File: config.mk
export PLATFORM = sky130hd
export DESIGN_NAME = dac_spi_tx
export DESIGN_NICKNAME = d
export VERILOG_FILES = /design/src/rtl/dac_spi_tx.sv
export SDC_FILE = /design/constraint.sdc
export NUM_CORES = 1
export LEC_CHECK = 0
export ABC_AREA = 1
export CAP_MARGIN = 25
export CORE_ASPECT_RATIO = 0.6
export CORE_UTILIZATION = 55
export DETAILED_ROUTE_END_ITERATION = 10
export HOLD_SLACK_MARGIN = 0.08
export PLACE_DENSITY = 0.78
export RECOVER_POWER = 50
export SLEW_MARGIN = 15
export SYNTH_ARGS = -nofsm -noshare
export SYNTH_HDL_FRONTEND = slang
export SYNTH_SLANG_ARGS = --single-unit
export TNS_END_PERCENT = 5
File: constraint.sdc
create_clock -name sysclk -period 2.55 [get_ports sysclk]
set_clock_uncertainty 0.15 [all_clocks]
set_input_delay 0.51 -clock sysclk [delete_from_list [all_inputs] [get_ports sysclk]]
set_output_delay 0.51 -clock sysclk [all_outputs]
set_load 0.01 [all_outputs]
File: src/rtl/dac_spi_tx.sv
// Serialises a 10-bit sample into one 16-bit MCP4911-style SPI write frame (mode 0,0, MSB first).
// Optional macro DAC_SPI_LDAC_EN drives dac_ld_n low during the post-frame gap; otherwise dac_ld_n is tied 0.
module dac_spi_tx #(
   parameter int unsigned CLK_DIV = 4,
   parameter logic        BUF     = 1'b0,
   parameter logic        GA_N    = 1'b1,
   parameter logic        SHDN_N  = 1'b1
) (
   input  logic       sysclk,
   input  logic       rst_n,
   input  logic [9:0] data_in,
   input  logic       load,
   output logic       ready,
   output logic       frame_done,
   output logic       dac_cs_n,
   output logic       dac_sck,
   output logic       dac_sdi,
   output logic       dac_ld_n
);

   localparam logic [1:0] ST_IDLE  = 2'd0;
   localparam logic [1:0] ST_SHIFT = 2'd1;
   localparam logic [1:0] ST_TRAIL = 2'd2;
   localparam logic [1:0] ST_GAP   = 2'd3;
   localparam logic [7:0] DIV_LAST = 8'(CLK_DIV - 1);

   logic [1:0]  r_state;
   logic [7:0]  r_div;
   logic [4:0]  r_phase;
   logic [14:0] r_shreg;
   logic        r_ready;
   logic        r_cs_n;
   logic        r_sck;
   logic        r_sdi;
   logic        r_done;

   wire logic        w_div_end = (r_div == DIV_LAST);
   wire logic [15:0] w_word    = {1'b0, BUF, GA_N, SHDN_N, data_in, 2'b00};

   // r_phase counts 32 half-bit phases: even = SCK low, odd = SCK high
   always_ff @(posedge sysclk) begin
      if (!rst_n) begin
         r_state <= ST_IDLE;
         r_div   <= 8'd0;
         r_phase <= 5'd0;
         r_ready <= 1'b1;
         r_cs_n  <= 1'b1;
         r_sck   <= 1'b0;
         r_sdi   <= 1'b0;
         r_done  <= 1'b0;
      end else begin
         r_done <= 1'b0;
         case (r_state)
            ST_IDLE: begin
               if (load) begin
                  r_state <= ST_SHIFT;
                  r_div   <= 8'd0;
                  r_phase <= 5'd0;
                  r_sdi   <= w_word[15];
                  r_cs_n  <= 1'b0;
                  r_ready <= 1'b0;
                  r_sck   <= 1'b0;
               end
            end
            ST_SHIFT: begin
               if (w_div_end) begin
                  r_div <= 8'd0;
                  if (r_phase == 5'd31) begin
                     r_state <= ST_TRAIL;
                     r_sck   <= 1'b0;
                  end else begin
                     r_phase <= r_phase + 5'd1;
                     r_sck   <= ~r_phase[0];
                     // Next bit is presented only as a new low phase begins
                     if (r_phase[0])
                        r_sdi <= r_shreg[14];
                  end
               end else begin
                  r_div <= r_div + 8'd1;
               end
            end
            ST_TRAIL: begin
               if (w_div_end) begin
                  r_state <= ST_GAP;
                  r_div   <= 8'd0;
                  r_cs_n  <= 1'b1;
                  r_done  <= 1'b1;
                  r_sdi   <= 1'b0;
               end else begin
                  r_div <= r_div + 8'd1;
               end
            end
            default: begin
               if (w_div_end) begin
                  r_state <= ST_IDLE;
                  r_div   <= 8'd0;
                  r_ready <= 1'b1;
               end else begin
                  r_div <= r_div + 8'd1;
               end
            end
         endcase
      end
   end

   // Shift data carries no reset; it is reloaded on every accept
   always_ff @(posedge sysclk) begin
      if (r_state == ST_IDLE && load)
         r_shreg <= w_word[14:0];
      else if (r_state == ST_SHIFT && w_div_end && r_phase[0] && r_phase != 5'd31)
         r_shreg <= {r_shreg[13:0], 1'b0};
   end

`ifdef DAC_SPI_LDAC_EN
   logic r_ld_n;

   always_ff @(posedge sysclk) begin
      if (!rst_n)
         r_ld_n <= 1'b1;
      else if (r_state == ST_TRAIL && w_div_end)
         r_ld_n <= 1'b0;
      else if (r_state == ST_GAP && w_div_end)
         r_ld_n <= 1'b1;
   end

   assign dac_ld_n = r_ld_n;
`else
   assign dac_ld_n = 1'b0;
`endif

   assign ready      = r_ready;
   assign frame_done = r_done;
   assign dac_cs_n   = r_cs_n;
   assign dac_sck    = r_sck;
   assign dac_sdi    = r_sdi;

endmodule

==> impl_metrics.py <==
metrics = {
    "global_routing": {
        "use_met3_pct": 7.366,
        "grt_util_met2_pct": 28.44,
        "grt_max_degree": 12,
        "grt_pass1_wl_um": 5589,
        "overflow": 0,
        "grt_use_met1_pct": 37.64,
        "grt_pass1_vias": 1170,
        "grt_antenna_before_repair": 0,
        "grt_busiest_layer": "met1",
        "grt_usage_pct": 23.61,
    },
    "synthesis": {
        "ys_top_cells_by_area": "dfxtp_1, edfxtp_1, nand2_1",
        "yosysWarnings": 0,
        "ys_types": 31,
        "syn_inst": 221,
        "synth.top_cell.area_share_pct": 27.02,
        "synth_seq_area_share_pct": 44.64,
        "syn_area_sq_um": 1704,
        "synthArstFlopShare_pct": 0,
        "synth_edf_count": 10,
        "avgSynthCellArea_sq_um": 7.711,
        "synthFlopType": "dfxtp_1",
        "synth_nets": 241,
        "synth_top_cell_by_area": "dfxtp_1",
        "ys_ff_latch": 33,
    },
    "timing": {
        "setup_viol_count_final": 0,
        "rsz0062_at_grt": "no",
        "tightest_slew_ns": 0.5784,
        "drv_slew": 0,
        "final_hold_viol_count": 0,
        "max_freq_mhz": 443.2,
        "fin_setup_tns_ns": 0,
        "fin_crit_sh_pct": 88.48,
        "relSlewSlack_pct": 61.44,
        "fin_crit_ns": 2.256,
    },
    "floorplan": {
        "die_h_um": 45.12,
        "row_count": 15,
        "core-area_sq_um": 2909,
        "die_w_um": 73.86,
        "ios": 19,
        "die_area_sq_um": 3332,
        "start_util_pct": 58.58,
    },
    "cts": {
        "clkSinkCount": 33,
        "root_buffer": "clkbuf_8",
        "cts_hold_buf": 0,
        "clkTransAtPathRegs_ns": 0.07,
        "clock_latency_ns": 0.29,
        "cts_buffer_depth": 2,
        "cts_tree": "yes",
        "htreeDepth": 2,
        "post_cts_resize_count": 0,
        "cts_buffers": 5,
        "post-cts-setup-buffers": 0,
    },
    "layout": {
        "n_antenna_cell": 0,
        "final_cell_area_sq_um": 1989,
        "instances_no_fill": 287,
        "fin_nets": 264,
        "drive_above_1_share_pct": 6.939,
        "area_delta_synth_final_pct": 16.74,
        "fin_util_pct": 68.39,
    },
    "place": {
        "dp.cells": 279,
        "dp_hpwl_um": 2562,
        "gp_congestion": 0.8502,
        "placed_area_sq_um": 1927,
        "port_buffers": 17,
    },
    "route": {
        "post_drt_wl_per_cell_um": 12.00,
        "drc": 0,
        "firstDrtPassIters": 5,
        "drtIter0Drc": 114,
        "via_per_inst": 5.031,
        "drt_wl_total_um": 3445,
        "vias": 1444,
        "ant_nets": 0,
    },
    "critical_path": {
        "critPathLaunch": "r_state[1]$_SDFFE_PN0P_",
        "critPathSlowestCell": "a21oi_1",
        "arrival_ns": 2.33,
        "startpoint_type": "flip-flop",
        "r2r_slack_ns": 0.29,
        "r2r-start": "r_state[1]$_SDFFE_PN0P_",
        "cp_data_required_time_ns": 2.62,
        "critPathMaxStageDelay_ns": 0.48,
        "crit_type": "reg2reg",
        "crit_path_end_kind": "flip-flop",
        "crit_fanout": 10,
        "path_cells": "inv_1 -> ha_1 -> inv_1 -> nor2_8 -> a21oi_1 -> nand3_4 -> nand2_1 -> nand2_1 -> nor2_1",
    },
    "pwr": {
        "power_mw": 1.805,
        "leakagePower_nw": 0.8542,
        "power_density_nw_per_um2": 907.4,
        "peakVddDrop_mv": 0.3800,
    },
    "worst_hold_path": {
        "worstHoldStart": "r_shreg[14]$_SDFFE_PN0P_",
        "hold_path_class": "reg2reg",
    },
    "outcome": {
        "status": "completed",
    },
    "job": {
        "maxCapViolations": 0,
    },
}
-- cells in the mapped netlist, types with 2 or more instances --
cell type and number:
dfxtp_1 23, nor2_2 2, o21ai_1 7, clkinv_1 3
nand4_1 8, ha_1 7, edfxtp_1 10, inv_2 6
nand3_1 10, clkbuf_1 2, inv_1 13, nand2_2 2
nor2_1 27, a21oi_1 14, nand2_1 64, nor3_1 3
buf_4 2, o211ai_1 3, o21ai_0 3
-- stage by stage --
| stage | hold WS, ns | setup WS, ns |
|---|---|---|
| global placement | 0.2890 | 0.3462 |
| global route | 0.3389 | 0.1234 |
| detailed placement | 0.2907 | 0.3143 |
| finish | 0.3007 | 0.2938 |
| CTS | 0.3000 | 0.3702 |
| floorplan | 0.2746 | 0.5824 |
-- sequential cells by signal, indices dropped and copies added, names as in the netlist --
name	flops
dac_sck	1
r_div	8
ready	1
frame_done	1
r_state	2
dac_sdi	1
dac_cs_n	1
r_phase	5
r_shreg	13
-- layer usage --
| metal | part of all wire, % | wire length, um |
|---|---|---|
| met4 | 0.49 | 17 |
| met2 | 36 | 1233 |
| met1 | 56 | 1935 |
| met3 | 7.5 | 258 |
| met5 | 0 | 0 |
-- final cells by class --
| type | instances | area, sq um |
|---|---|---|
| repair buffers | 20 | 188.9 |
| flip-flops and latches | 33 | 760.7 |
| multi-input cells | 162 | 814.5 |
| inverters | 22 | 82.58 |
| well taps | 42 | 52.55 |
| fillers | 254 | 919.6 |
| clock buffers | 8 | 90.09 |
-- path summary, 6_finish.rpt --
check                                                 to  cells after the start
worst min register to register  r_shreg[14]$_SDFFE_PN0P_                      2
worst max-delay path             r_phase[0]$_SDFFE_PN0P_                      9
worst max register to register   r_phase[0]$_SDFFE_PN0P_                      9
worst min-delay path            r_shreg[14]$_SDFFE_PN0P_                      2
-- cells in the final DEF, fill, tap and decap left out, types with 2 or more instances in the layout --
master           instances
nand3_1                 11
o211ai_1                 3
clkbuf_1                 3
nand2_1                 66
edfxtp_1                10
a21oi_1                 15
ha_1                     7
buf_4                    2
dfxtp_1                 23
o21ai_1                  5
inv_1                   15
o21ai_0                  5
clkinv_1                 3
nor3_1                   3
nor2_1                  28
nand4_1                  8
clkdlybuf4s50_1         11
inv_2                    4
dlygate4sd3_1            6
clkbuf_8                 6
-- kinds of logic after synthesis --
kind of cell               after synthesis  synth area share (%)
AOI/OAI and AO/OA                       30                 10.13
xor gates and xnor gates                 1                0.5140
adders and majority gates                7                 5.139
buffers and inverters                   26                 6.167
DFF                                     33                 44.64
other                                    1                0.2201
and+or+nand+nor                        123                 33.19
-- power breakdown --
part	total, mW	internal (mW)	switching, mW	leakage, nW
combinational	0.664	0.232	0.432	0.525
sequential	0.740	0.682	0.0583	0.284
clock	0.401	0.220	0.181	0.0455
-- critical path: cells and delay by family, from the launching register on --
kind | cells | cell delay (ns)
AND/OR/NAND/NOR | 5 | 0.52
adder cells (fa/ha/maj) | 1 | 0.23
flip-flops | 1 | 0.38
buffers and inverters | 2 | 0.43
AO/OA/AOI/OAI | 1 | 0.48
Note: power is estimated with default switching activity, not from simulation.
